## src/rtl/mem_stage_pkg.sv

```systemverilog
// Shared definitions for the MEM stage: inter-stage bus layouts, load-op codes, response FSM.
package mem_stage_pkg;

  // ld_op is one-hot {w, hu, h, bu, b}
  localparam logic [4:0] LD_B  = 5'b00001;
  localparam logic [4:0] LD_BU = 5'b00010;
  localparam logic [4:0] LD_H  = 5'b00100;
  localparam logic [4:0] LD_HU = 5'b01000;
  localparam logic [4:0] LD_W  = 5'b10000;

  typedef struct packed {
    logic [31:0] pc;
    logic [2:0]  tlb_op;
    logic        csr_we;
    logic [13:0] csr_num;
    logic        refetch;
    logic        ertn;
    logic        ex;
    logic [5:0]  ecode;
    logic        gr_we;
    logic [4:0]  dest;
    logic [31:0] result;
  } wb_fields_t;

  typedef struct packed {
    logic       ms_req;
    logic [4:0] ld_op;
    logic [1:0] vaddr;
    wb_fields_t wb;
  } es_to_ms_t;

  localparam int ES_TO_MS_BUS_WD = $bits(es_to_ms_t);
  localparam int MS_TO_WS_BUS_WD = $bits(wb_fields_t);
  localparam int MS_TO_DS_BUS_WD = 1 + 5 + 32 + 1;

  typedef enum logic [1:0] {
    StIdle,
    StWait,
    StDone
  } resp_state_e;

endpackage

```

## src/rtl/mem_stage_load_align.sv

```systemverilog
// Selects the addressed byte/half/word lane of load data and sign- or zero-extends it.
module mem_stage_load_align
  import mem_stage_pkg::*;
(
  input  logic [4:0]  ld_op_i,
  input  logic [1:0]  vaddr_i,
  input  logic [31:0] rdata_i,
  output logic [31:0] result_o
);

  logic [7:0]  byte_v;
  logic [15:0] half_v;

  always_comb begin
    case (vaddr_i)
      2'b00:   byte_v = rdata_i[7:0];
      2'b01:   byte_v = rdata_i[15:8];
      2'b10:   byte_v = rdata_i[23:16];
      default: byte_v = rdata_i[31:24];
    endcase
    half_v = vaddr_i[1] ? rdata_i[31:16] : rdata_i[15:0];

    unique case (ld_op_i)
      LD_B:    result_o = {{24{byte_v[7]}}, byte_v};
      LD_BU:   result_o = {24'b0, byte_v};
      LD_H:    result_o = {{16{half_v[15]}}, half_v};
      LD_HU:   result_o = {16'b0, half_v};
      LD_W:    result_o = rdata_i;
      default: result_o = rdata_i;
    endcase
  end

endmodule

```

## src/rtl/mem_stage.sv

```systemverilog
// MEM pipeline stage: waits for the in-order data-bus response, buffers it under WB back-pressure,
// and drops responses owed to flushed instructions via a saturating cancel counter.
module mem_stage
  import mem_stage_pkg::*;
#(
  parameter int unsigned CANCEL_W = 2
) (
  input  logic                       clk,
  input  logic                       reset,
  output logic                       ms_allowin,
  input  logic                       es_to_ms_valid,
  input  logic [ES_TO_MS_BUS_WD-1:0] es_to_ms_bus,
  output logic                       ms_to_ws_valid,
  output logic [MS_TO_WS_BUS_WD-1:0] ms_to_ws_bus,
  input  logic                       ws_allowin,
  input  logic                       ws_flush_pipe,
  input  logic                       data_sram_data_ok,
  input  logic [31:0]                data_sram_rdata,
  output logic [MS_TO_DS_BUS_WD-1:0] ms_to_ds_bus,
  output logic                       ms_ex_to_es
);

  localparam int CntW = CANCEL_W + 2;
  localparam logic [CANCEL_W-1:0] CancelMax = '1;

  logic          ms_valid_q, ms_valid_d;
  es_to_ms_t     bus_q, es_bus;
  logic [CANCEL_W-1:0] cancel_cnt_q, cancel_cnt_d;
  logic [CntW-1:0]     cnt_sum;
  logic [31:0]   resp_buf_q;
  resp_state_e   state_q, state_d;

  logic ms_req, cancel_busy, cancel_full, own_ok, ms_ready_go, handoff;
  logic resp_buf_v, resp_latch, inc_ms, inc_es, dec;
  logic ms_is_load;
  logic [31:0] ld_data, ld_result, final_result;
  wb_fields_t  ws_fields;

  assign es_bus      = es_to_ms_bus;
  assign ms_req      = bus_q.ms_req;
  assign ms_is_load  = bus_q.ld_op != 5'b0;
  assign cancel_busy = cancel_cnt_q != '0;
  assign cancel_full = cancel_cnt_q == CancelMax;

  // A response is ours only once every cancelled response ahead of it has drained.
  assign own_ok = data_sram_data_ok && !cancel_busy && ms_valid_q && ms_req && !resp_buf_v;

  assign ms_ready_go    = !ms_req || resp_buf_v || (data_sram_data_ok && !cancel_busy);
  assign ms_to_ws_valid = ms_valid_q && ms_ready_go;
  assign ms_allowin     = !cancel_full && (!ms_valid_q || (ms_ready_go && ws_allowin));
  assign handoff        = ms_to_ws_valid && ws_allowin;

  always_comb begin
    ms_valid_d = ms_valid_q;
    if (ws_flush_pipe) begin
      ms_valid_d = 1'b0;
    end else if (ms_allowin) begin
      ms_valid_d = es_to_ms_valid;
    end
  end

  // Flush orphans the MS request still in flight and any request EX already issued.
  always_comb begin
    inc_ms  = ws_flush_pipe && ms_valid_q && ms_req && !resp_buf_v && !own_ok;
    inc_es  = ws_flush_pipe && es_to_ms_valid && es_bus.ms_req;
    dec     = data_sram_data_ok && cancel_busy;
    cnt_sum = CntW'(cancel_cnt_q) + CntW'(inc_ms) + CntW'(inc_es) - CntW'(dec);
    cancel_cnt_d = (cnt_sum > CntW'(CancelMax)) ? CancelMax : cnt_sum[CANCEL_W-1:0];
  end

  always_ff @(posedge clk) begin
    if (reset) begin
      ms_valid_q   <= 1'b0;
      bus_q        <= '0;
      cancel_cnt_q <= '0;
      resp_buf_q   <= '0;
    end else begin
      ms_valid_q   <= ms_valid_d;
      cancel_cnt_q <= cancel_cnt_d;
      if (es_to_ms_valid && ms_allowin && !ws_flush_pipe) begin
        bus_q <= es_bus;
      end
      if (resp_latch) begin
        resp_buf_q <= data_sram_rdata;
      end
    end
  end

  // Response FSM: state register
  always_ff @(posedge clk) begin
    if (reset) begin
      state_q <= StIdle;
    end else begin
      state_q <= state_d;
    end
  end

  // Response FSM: next state
  always_comb begin
    state_d = state_q;
    unique case (state_q)
      StIdle, StWait: begin
        if (ms_valid_q && ms_req) begin
          if (own_ok) begin
            state_d = ws_allowin ? StIdle : StDone;
          end else begin
            state_d = StWait;
          end
        end
      end
      StDone: begin
        if (handoff) state_d = StIdle;
      end
      default: state_d = StIdle;
    endcase
    if (ws_flush_pipe) state_d = StIdle;
  end

  // Response FSM: outputs
  always_comb begin
    resp_buf_v = (state_q == StDone);
    resp_latch = own_ok && !ws_allowin && !ws_flush_pipe;
  end

  assign ld_data = resp_buf_v ? resp_buf_q : data_sram_rdata;

  mem_stage_load_align u_load_align (
    .ld_op_i  (bus_q.ld_op),
    .vaddr_i  (bus_q.vaddr),
    .rdata_i  (ld_data),
    .result_o (ld_result)
  );

  assign final_result = ms_is_load ? ld_result : bus_q.wb.result;

  always_comb begin
    ws_fields        = bus_q.wb;
    ws_fields.result = final_result;
  end

  assign ms_to_ws_bus = ws_fields;
  assign ms_to_ds_bus = {ms_valid_q && bus_q.wb.gr_we, bus_q.wb.dest, final_result,
                         ms_valid_q && ms_is_load && !ms_ready_go};
  assign ms_ex_to_es  = ms_valid_q && (bus_q.wb.ex || bus_q.wb.ertn || bus_q.wb.refetch);

endmodule

```

## config.mk

```make
export PLATFORM = sky130hd
export DESIGN_NAME = mem_stage
export DESIGN_NICKNAME = d
export VERILOG_FILES = /design/src/rtl/mem_stage_pkg.sv /design/src/rtl/mem_stage_load_align.sv /design/src/rtl/mem_stage.sv
export SDC_FILE = /design/constraint.sdc
export NUM_CORES = 1
export LEC_CHECK = 0
export ABC_CLOCK_PERIOD_IN_PS = 3450
export BUFFER_PORTS_ARGS = -buffer_cell sky130_fd_sc_hd__buf_2
export CAP_MARGIN = 20
export CORE_AREA = 3 3 179 181
export CTS_BUF_LIST = sky130_fd_sc_hd__clkbuf_2
export CTS_CLUSTER_SIZE = 20
export DETAILED_ROUTE_END_ITERATION = 12
export DIE_AREA = 0 0 182 184
export PLACE_DENSITY = 0.46
export SYNTH_ARGS = -nofsm -noshare
export SYNTH_HDL_FRONTEND = slang
export SYNTH_SLANG_ARGS = --single-unit
```

## constraint.sdc

```tcl
create_clock -name clk -period 3.45 [get_ports clk]
set_input_delay 0.1725 -clock clk [delete_from_list [all_inputs] [get_ports clk]]
set_output_delay 0.1725 -clock clk [all_outputs]
set_load 0.01 [all_outputs]
```

* Word level (Yosys, flattened, before mapping)
Index checks and enable logic that the tools add are counted.
** Cells by class
- Add/subtract/negate cells :: 3
- Order comparisons :: 1
- Equality and inequality tests :: 11
- Multiplexer cells :: 11
- Reductions and logical operators :: 45
** Operators with widths (number)
- 32-bit one-hot mux with 4 select lines :: 1
- 32-bit 2-to-1 mux :: 2
- 1-bit logical AND :: 24
- 8-bit one-hot mux with 3 select lines :: 1
- 16-bit 2-to-1 mux :: 1
- 2-bit 2-to-1 mux :: 5
- 1-bit zero test :: 9
- 2-bit == test, second input constant :: 3
- 5-bit by 1-bit == test with 1-bit output, second input constant :: 1
- 5-bit by 2-bit == test with 1-bit output, second input constant :: 1
- 5-bit by 3-bit == test with 1-bit output, second input constant :: 1
- 5-bit by 4-bit == test with 1-bit output, second input constant :: 1
- 1-bit logical OR :: 5
- 5-bit nonzero test :: 1
- 3-bit by 1-bit adder with 4-bit output :: 1
- 2-bit by 1-bit == test with 1-bit output, second input constant :: 2
- 4-bit by 2-bit greater-than comparator with 1-bit output, second input constant :: 1
- 2-bit zero test :: 2
- 2-bit != test, second input constant :: 2
- 2-bit one-hot mux with 2 select lines :: 1
- 2-bit OR reduction :: 2
- 4-bit by 1-bit subtractor with 4-bit output :: 1
- 2-bit by 1-bit adder with 3-bit output :: 1
- 2-bit AND reduction :: 1
- 2-bit nonzero test :: 1
** Word-level totals
- Bits in registers :: 142
- Input bits :: 143
- Output and inout bits :: 139
- Logic and storage cells :: 89

* Depth between registers and ports, before layout
Gate-level depths: netlist of run 1.
- Depth after elaboration :: 13
- Gate-level depth with buffers :: 12
- Gate-level depth less buffers :: 10

* Cells and area by module
From an unflattened synthesis of run 1, not the netlist that was laid out.
** Unflattened totals
- Cell total of the unflattened synthesis :: 984
- Area total of the unflattened synthesis :: 8844.7 µm²
** By module, submodules not included
- mem_stage :: times used 1, cells each 851, area an instance 7768.7 µm², sequential area each 2842.7 µm²
- mem_stage_load_align :: times used 1, cells each 133, area an instance 1076.0 µm², sequential area each 0.0 µm²

* Worst setup path after synthesis of run 1
OpenSTA, ideal clock, no wires.
- Kind :: reg-to-reg
- From :: reg state_q[1]
- To :: reg cancel_cnt_q[1]
- Library setup time :: 0.132 ns
- Arrival :: 2.409 ns
- Required time :: 3.318 ns
- Path slack :: 0.909 ns
- Stages on the path, launching flop included :: 12
- Path buffers :: 2
- Period minus slack after synthesis :: 2.541 ns
- Path through :: dfxtp_1 nor2b_1 buf_2 buf_1 nor3_1 nand2_1 ha_1 fa_1 inv_1 fa_1 inv_1 a21oi_1
** Between the ends
- Cells in the longest elaborated chain, start to end :: 10
- Elaborated cells on any way between the ends :: 11
- Classes of those cells :: 3 x add/sub; 1 x order compare; 1 x eq/ne; 1 x mux; 5 x reduce/logical
** Ends and longest elaborated chain
- start, declared :: line mem_stage.sv:31 : resp_state_e state_q, state_d;
- start signal, assigned :: line mem_stage.sv:92 : state_q <= StIdle;
- start signal, assigned :: line mem_stage.sv:94 : state_q <= state_d;
- 2-bit == test * :: line mem_stage.sv:121 : resp_buf_v = (state_q == StDone);
- 1-bit zero test * :: line mem_stage.sv:46, mem_stage.sv:64
- 1-bit logical AND :: line mem_stage.sv:46 : assign own_ok = data_sram_data_ok && !cancel_busy && ms_valid_q && ms_req && !resp_buf_v;
- 1-bit zero test :: line mem_stage.sv:64 : inc_ms = ws_flush_pipe && ms_valid_q && ms_req && !resp_buf_v && !own_ok;
- 1-bit logical AND * :: line mem_stage.sv:64
- 2-bit by 1-bit adder with 3-bit output * :: line mem_stage.sv:67 : cnt_sum = CntW'(cancel_cnt_q) + CntW'(inc_ms) + CntW'(inc_es) - CntW'(dec);
- 3-bit by 1-bit adder with 4-bit output * :: line mem_stage.sv:67
- 4-bit by 1-bit subtractor with 4-bit output * :: line mem_stage.sv:67
- 4-bit by 2-bit greater-than comparator with 1-bit output :: line mem_stage.sv:68 : cancel_cnt_d = (cnt_sum > CntW'(CancelMax)) ? CancelMax : cnt_sum[CANCEL_W-1:0];
- 2-bit 2-to-1 mux * :: line mem_stage.sv:68
- end signal, assigned :: line mem_stage.sv:79 : cancel_cnt_q <= cancel_cnt_d;
- end, declared :: line mem_stage.sv:28 : logic [CANCEL_W-1:0] cancel_cnt_q, cancel_cnt_d;
Every way passes the cells marked *; elsewhere a longest branch is shown, timed or not.
A chain may end at the register's enable or synchronous reset.

* Worst setup path in the final report of run 1
- From :: reg bus_q[98] (netlist name)
- To :: out ms_to_ds_bus[12]
** Between the ends
- Cells in the longest elaborated chain, start to end :: 4
- Elaborated cells on any way between the ends :: 7
- Classes of those cells :: 2 x eq/ne; 4 x mux; 1 x reduce/logical
** Ends and longest elaborated chain
- start, declared :: line mem_stage.sv:27 : es_to_ms_t bus_q, es_bus;
- start signal, assigned :: line mem_stage.sv:81 : bus_q <= es_bus;
- 2-bit == test, or another cell as far along :: line mem_stage_load_align.sv:15 : case (vaddr_i)
- 8-bit one-hot mux with 3 select lines :: line mem_stage_load_align.sv:15
- 32-bit one-hot mux with 4 select lines * :: line mem_stage_load_align.sv:23 : unique case (ld_op_i)
- 32-bit 2-to-1 mux * :: line mem_stage.sv:134 : assign final_result = ms_is_load ? ld_result : bus_q.wb.result;
- end, declared :: line mem_stage.sv:19 : output logic [MS_TO_DS_BUS_WD-1:0] ms_to_ds_bus,
Marked as above.

==> results of run 1 <==
-- power by group through the flow --
stage | clock, mW | combinational, mW | sequential (mW)
floorplan | 0 | 1.15 | 1.85
global placement | 0 | 1.59 | 1.88
detailed placement | 0 | 1.59 | 1.88
CTS | 1.23 | 1.78 | 1.85
global route | 1.29 | 1.94 | 1.87
finish | 1.17 | 1.75 | 1.85
-- synthesized netlist by cell type (all sizes together) --
| library cell | instances | share of area [%] |
|---|---|---|
| o21a | 1 | 0.10 |
| nor2 | 33 | 1.7 |
| o32a | 7 | 0.95 |
| fa | 2 | 0.55 |
| a2111oi | 5 | 0.60 |
| mux2i | 16 | 2.2 |
| or4 | 2 | 0.26 |
| a21boi | 1 | 0.10 |
| ha | 2 | 0.34 |
| and3 | 2 | 0.17 |
| a21o | 2 | 0.20 |
| a31oi | 1 | 0.085 |
| dfxtp | 142 | 39 |
| nand2b | 2 | 0.17 |
| and2 | 6 | 0.51 |
| a22o | 7 | 0.83 |
| or4b | 2 | 0.27 |
| a221oi | 2 | 0.48 |
| nor3b | 2 | 0.34 |
| nand4 | 1 | 0.085 |
| nand3 | 3 | 0.20 |
| a41oi | 2 | 0.34 |
| o311ai | 1 | 0.22 |
| nand2 | 313 | 16 |
| o41a | 1 | 0.17 |
| nor2b | 1 | 0.085 |
| or3b | 1 | 0.12 |
| or2 | 15 | 1.3 |
| xnor2 | 3 | 0.36 |
| nand3b | 1 | 0.10 |
| nor3 | 3 | 0.20 |
| or3 | 1 | 0.085 |
| xor2 | 1 | 0.12 |
| o21bai | 2 | 0.20 |
| o31a | 1 | 0.12 |
| o21ai | 22 | 1.5 |
| o211a | 1 | 0.14 |
| clkbuf | 45 | 2.3 |
| mux4 | 7 | 2.1 |
| buf | 127 | 13 |
| nor4 | 3 | 0.26 |
| a21oi | 172 | 12 |
| inv | 10 | 0.51 |
| and3b | 4 | 0.48 |
-- area by class of cell --
cell class | instances | area, um^2 | share of cell area (%)
Tap cell | 396 | 495 | 4.66
Multi-Input combinational cell | 654 | 3400 | 32.0
Clock buffer | 18 | 90.1 | 0.847
Timing Repair Buffer | 494 | 3570 | 33.5
Inverter | 10 | 37.5 | 0.353
Sequential cell | 142 | 2850 | 26.8
Clock inverter | 14 | 190 | 1.79
Antenna cell | 1 | 2.50 | 0.0235
-- sequential cells by signal, indices dropped and copies added, names as in the netlist --
register / flops
resp_buf_q: 32
bus_q: 39
ms_to_ws_bus: 60
ms_valid_q: 1
cancel_cnt_q: 2
ms_to_ds_bus: 5
ms_req: 1
state_q: 2
-- critical path: cells and delay by family (launching register included) --
family | cells | cell delay [ns]
DFF | 1 | 0.44
buffers and inverters | 2 | 0.38
and+or+nand+nor | 1 | 0.88
AOI/OAI and AO/OA | 3 | 0.65
-- final timing paths --
kind,to,slack (ns),cells after the start
max,ms_to_ds_bus[12],0.25,6
min,cancel_cnt_q[0],0.05,2
min reg2reg,ms_to_ws_bus[60],0.46,2
max reg2reg,ms_to_ws_bus[48],0.44,7
-- what timing repair did --
item / in CTS / in global routing
gates resized for setup: 1 / 15
setup endpoints to repair: 2 / 22
endpoints found under the hold margin: 141 / 0
buffers inserted: 0 / 2
hold buffers: 197 / 0
pin swaps: 0 / 1
-- cell families after synthesis --
| kind of cell | after synthesis |
|---|---|
| DFF | 142 |
| muxes | 23 |
| buffers and inverters | 182 |
| xor gates and xnor gates | 4 |
| AOI/OAI and AO/OA | 228 |
| adders and majority gates | 4 |
| and+or+nand+nor | 395 |
-- per-stage QoR --
step | instance area, um^2 | hold slack, ns | instances | util [%] | power, mW
2_1_floorplan | 7340 | 0.289 | 978 | - | 3.00
3_5_place_dp | 8330 | 0.418 | 1497 | 27.2 | 3.47
3_3_place_gp | 8330 | 0.412 | 1497 | 27.2 | 3.47
6_report | 10600 | 0.0542 | 1729 | 34.8 | 4.76
5_1_grt | 10600 | 0.0166 | 1729 | 34.8 | 5.10
4_1_cts | 10600 | 0.000504 | 1726 | 34.6 | 4.86
-- per-layer routing --
metal  share of wire (%)  global-route usage [%]  routed length, um  vias up
met5                   0                       0                  0        -
met4                0.85                    3.14                237        0
met3                 6.0                    3.90               1680       11
met2                  49                    27.7              13600      217
met1                  44                    20.8              12300     3542
li1                    -                       -                  -     3822
==> key figures, run 1 <==
Yosys
  • Flops & latches, synth: 142
  • Post-Synth XOR/XNOR Area: 0.477%
  • Syn Inst Count: 978
  • Complex-gate fraction of the synthesized area: 17.8%
  • Fraction of the mapped netlist area in adder cells: 0.886%
  • Simple-gate share of the synthesized area: 22.3%
  • Post-Syn Area per Cell: 7.51 um^2
  • Syn Nets: 1,125
  • Syn Std Cell Area: 0.00734 mm^2
  • Yosys cell types: 51
  • Sequential share of the synthesized area: 38.7%
  • Main combinational cell family by area after synthesis: simple AND/OR/NAND/NOR gates
  • Post-synthesis mux area share: 4.33%
  • Yosys Warn Count: 0

Power and ir drop
  • Comb power frac: 36.7%
  • Clock Power Share: 24.5%
  • Pleak: 4.63 nW
  • Max VDD drop: 0.222 mV
  • Switching pwr: 1.78 mW
  • Power per cell area: 448 mW/mm^2
  • Switching share of power: 37.3%
  • Int Pwr: 2.99 mW
  • Reg power frac: 38.8%

Timing
  • Final setup fails: 0
  • Slew Viols, Final: 0
  • Setup_tns: 0 ns
  • Final worst slack: 0.248 ns
  • RSZ-0062 raised after global routing: false
  • Rel. slew slack: 40.1%
  • Fin crit period: 3.20 ns
  • Period utilization: 92.8%
  • Fmax: 312 MHz
  • Clock tree skew after final layout: 0.0386 ns
  • Worst slew pin tran: 0.898 ns
  • Final hold vios: 0

Die
  • Rows: 64
  • Starting Density: 24.0%
  • Die area: 0.0335 mm^2
  • Die Ht: 184 um
  • # IOs: 282
  • Core area: 0.0306 mm^2
  • Width of the die: 182 um

Place
  • HPWL Detailed: 19,300 um
  • GPL Wtd Cong: 0.797
  • Buffers on Ports: 281
  • Place WS: 0.840 ns

Global route
  • First-pass GRT wire length: 42,600 um
  • Antenna violations before repair: 1
  • Vias in the first global route: 7,623
  • Overall Global Routing Usage: 16.1%
  • Largest net degree at the start of global routing: 77
  • Total congestion overflow: 0

Detailed routing
  • Final WL: 27,800 um
  • Routed len/inst: 16.1 um
  • Vias: 7,592
  • DRC Markers: 0
  • Number of vias per cell: 4.39
  • Initial DRC Count: 453
  • ANT nets after route: 0
  • Router iterations before antenna repair: 5

Clock network
  • TritonCTS clock tree: yes
  • Num Clock Sinks: 142
  • Maximum buffer depth of the clock tree: 2
  • Num CTS Buffers: 17
  • Worst-path clk slew: 0.23 ns
  • Clock latency on the worst-skew pair: 0.70 ns
  • Root buffer cell: clkbuf_2
  • H-tree Lvls: 4

Finish
  • Final-layout fill cell count: 3,323
  • Nets: 1,466
  • Syn-to-layout area delta: 44.8%
  • Most frequent cells in the layout: nand2_1, buf_2, dlygate4sd3_1
  • Commonest non-fill, non-tap cell in the layout: nand2_1
  • Layout cells sized above 1: 27.9%

Hold path
  • Hold path start: reset
  • Hold Path Class: in2reg

Setup path
  • Slowest CP cell: or4b_2
  • CP required: 3.28 ns
  • CP endpoint kind: output port
  • CP Launch Point: bus_q[98]
  • Most used cell, CP: o21ai_0
  • CP cell instances: inv_1 > or4b_2 > o21ai_0 > a21oi_1 > o21ai_0 > buf_2
  • Worst EP arrival: 3.03 ns
  • Startpoint Class: register
  • Max FO, Critical Path: 15
  • Crit path kind: reg2out
  • Worst path max stage delay: 0.88 ns
  • R2R Path Start: ms_valid_q

Outcome
  • Status: finished clean

Run
  • Max_cap viols: 0
Power figures use the tool's default switching activity.
==> run 2, diff against run 1 <==
--- a/config.mk
+++ b/config.mk
@@ -10,2 +10,4 @@
 export CAP_MARGIN = 20
+export CELL_PAD_IN_SITES_DETAIL_PLACEMENT = 2
+export CELL_PAD_IN_SITES_GLOBAL_PLACEMENT = 2
 export CORE_AREA = 3 3 179 181
@@ -15,3 +17,3 @@
 export DIE_AREA = 0 0 182 184
-export PLACE_DENSITY = 0.46
+export PLACE_DENSITY = 0.74
 export SYNTH_ARGS = -nofsm -noshare
==> constraint.sdc (replaced) <==
create_clock -name clk -period 3.45 [get_ports clk]
set_input_delay 0.345 -clock clk [delete_from_list [all_inputs] [get_ports clk]]
set_output_delay 0.345 -clock clk [all_outputs]
set_load 0.01 [all_outputs]
==> run 2 against run 1 <==
Compared with the run above: via count increased by 4.7%; critical path depth increased by 1; combinational power increased by 5%; worst setup slack got worse by 0.14 ns; routed wire length increased by 22%; final area decreased by 1.5%.
==> key figures, run 2 (same netlist as run 1, synthesis figures left out) <==
Outcome
  • Status: finished clean (unchanged)

Hold path
  • Hold Path Class: in2reg (unchanged)
  • Hold path start: data_sram_data_ok (was reset)
  • Hold EP: state_q[0] (was cancel_cnt_q[0])
  • Hold path depth: 4 (was 2)

Setup path
  • Max FO, Critical Path: 7 (was 15)
  • CP endpoint kind: output port (unchanged)
  • Flop-to-flop setup slack: 0.41 ns (was 0.44 ns)
  • Reg2reg path depth: 11 (was 7)
  • R2R Path Start: ms_valid_q (unchanged)
  • Worst reg2reg path endpoint: cancel_cnt_q[0] (was ms_to_ws_bus[48])
  • CP required: 3.11 ns (was 3.28 ns)
  • Startpoint Class: register (unchanged)
  • Worst EP arrival: 2.99 ns (was 3.03 ns)
  • Crit path kind: reg2out (unchanged)

Global route
  • Largest net degree at the start of global routing: 86 (was 77)
  • Vias in the first global route: 8,844 (was 7,623)
  • Total congestion overflow: 0 (unchanged)
  • First-pass GRT wire length: 51,200 um (was 42,600 um)
  • Overall Global Routing Usage: 19.7% (was 16.1%)
  • Antenna violations before repair: 5 (was 1)

Run
  • Max_cap viols: 0 (unchanged)

Finish
  • Nets: 1,438 (was 1,466)
  • Final-layout fill cell count: 3,572 (was 3,323)
  • Max FFs per register: 60 (unchanged)
  • Most frequent cells in the layout: nand2_1, buf_2, a21oi_1 (was nand2_1, buf_2, dlygate4sd3_1)
  • Storage cell area: 0.00287 mm^2 (was 0.00285 mm^2)
  • Syn-to-layout area delta: 42.6% (was 44.8%)
  • Layout cells sized above 1: 30.9% (was 27.9%)
  • Commonest non-fill, non-tap cell in the layout: nand2_1 (unchanged)
  • Footprint of the multi-input gates: 0.00351 mm^2 (was 0.00340 mm^2)

Detailed routing
  • Initial DRC Count: 376 (was 453)
  • DRC Markers: 0 (unchanged)
  • Routed len/inst: 20.0 um (was 16.1 um)
  • Final WL: 34,000 um (was 27,800 um)
  • Vias: 7,948 (was 7,592)
  • Router iterations before antenna repair: 6 (was 5)
  • Number of vias per cell: 4.67 (was 4.39)
  • ANT nets after route: 0 (unchanged)

Timing
  • Period utilization: 96.8% (was 92.8%)
  • Rel. slew slack: 50.6% (was 40.1%)
  • Final setup fails: 0 (unchanged)
  • Clock tree skew after final layout: 0.0514 ns (was 0.0386 ns)
  • Fin crit period: 3.34 ns (was 3.20 ns)
  • Final hold vios: 0 (unchanged)
  • Fmax: 300 MHz (was 312 MHz)
  • Worst slew pin tran: 0.741 ns (was 0.898 ns)
  • RSZ-0062 raised after global routing: true (was false)
  • Slew Viols, Final: 0 (unchanged)
  • WHS: 0.229 ns (was 0.0542 ns)

Clock network
  • TritonCTS clock tree: yes (unchanged)
  • Clock latency on the worst-skew pair: 0.77 ns (was 0.70 ns)
  • H-tree Lvls: 4 (unchanged)
  • Num Clock Sinks: 142 (unchanged)
  • Maximum buffer depth of the clock tree: 2 (unchanged)
  • Root buffer cell: clkbuf_2 (unchanged)
  • Worst-path clk slew: 0.25 ns (was 0.23 ns)
  • Num CTS Buffers: 17 (unchanged)

Die
  • Die Ht: 184 um (unchanged)
  • Die area: 0.0335 mm^2 (unchanged)
  • Rows: 64 (unchanged)
  • # IOs: 282 (unchanged)
  • Width of the die: 182 um (unchanged)
  • Starting Density: 24.0% (unchanged)
  • Core area: 0.0306 mm^2 (unchanged)

Power and ir drop
  • PnR Total Power: 4.84 mW (was 4.76 mW)
  • Max VDD drop: 0.231 mV (was 0.222 mV)
  • Power per cell area: 462 mW/mm^2 (was 448 mW/mm^2)
  • Pleak: 4.57 nW (was 4.63 nW)

Place
  • HPWL Detailed: 22,100 um (was 19,300 um)
  • Buffers on Ports: 281 (unchanged)
  • GPL Wtd Cong: 0.848 (was 0.797)
## run 2: changes by cell type in the layout (fill, tap and decap cells not counted), sizes merged
cell         delta
clkinv          -3
inv             -3
clkinvlp        +3
buf            +13
diode           +2
dlygate4sd3    -41
clkbuf          +2
## run 2: layer usage
metal	global-route usage [%]	part of all wire (%)	vias up	wire, um
met5	0	0.062	-	21
met4	6.92	2.3	4	782
met3	4.65	5.1	42	1720
met2	36.4	52	217	17800
met1	22.1	40	3923	13700
li1	-	-	3762	-
## run 2: repair_timing
action | 4_1_cts | 5_1_grt
endpoints found under the hold margin | 142 | 0
setup endpoints to repair | 64 | 65
hold buffers | 156 | 0
resized for setup | 23 | 31
pin swaps | 3 | 9
setup buffers | 7 | 7
## run 2: worst max-delay path by stage
stage / start / end / slack (ns) / cells past startpoint
after global routing: bus_q[98] / ms_to_ds_bus[6] / -0.08 / 7
final: bus_q[100] / ms_to_ds_bus[6] / 0.11 / 7
after CTS: bus_q[98] / ms_to_ds_bus[8] / 0.003 / 6
after global placement: state_q[0] / ms_to_ds_bus[6] / 0.61 / 6
after detailed placement: state_q[0] / ms_to_ds_bus[16] / 0.43 / 6
after floorplan: state_q[1] / cancel_cnt_q[1] / 0.91 / 11
## run 2: report_power, final
group / switching (mW) / internal [mW]
clock: 0.674 / 0.477
sequential: 0.0949 / 1.76
combinational: 1.09 / 0.754
## run 2: area by class of cell
class	count	area share (%)
inverters	10	0.394
multi-input cells	654	33.6
well taps	396	4.73
diodes	3	0.0717
clock inverters	11	1.60
clock buffers	20	0.956
repair buffers	466	31.3
flip-flops and latches	142	27.4
## run 2: critical path, cell delays in order, from the launching register on
cell and delay [ns]:
dfxtp_4 0.42, or4b_1 0.57, o41a_2 0.18, a221oi_4 0.28, buf_12 0.17, a21oi_1 0.05
o32a_1 0.38, buf_2 0.16
## run 2: through the flow
| stage | utilization, % | worst slack (ns) | cell area [um^2] | TNS [ns] | std cells |
|---|---|---|---|---|---|
| 2_1_floorplan | - | 0.909 | 7340 | 0 | 978 |
| 3_3_place_gp | 27.2 | 0.612 | 8310 | 0 | 1498 |
| 3_5_place_dp | 27.2 | 0.433 | 8310 | 0 | 1498 |
| 4_1_cts | 33.7 | 0.00277 | 10300 | 0 | 1692 |
| 5_1_grt | 34.2 | -0.0839 | 10500 | -0.734 | 1702 |
| 6_report | 34.2 | 0.112 | 10500 | 0 | 1702 |
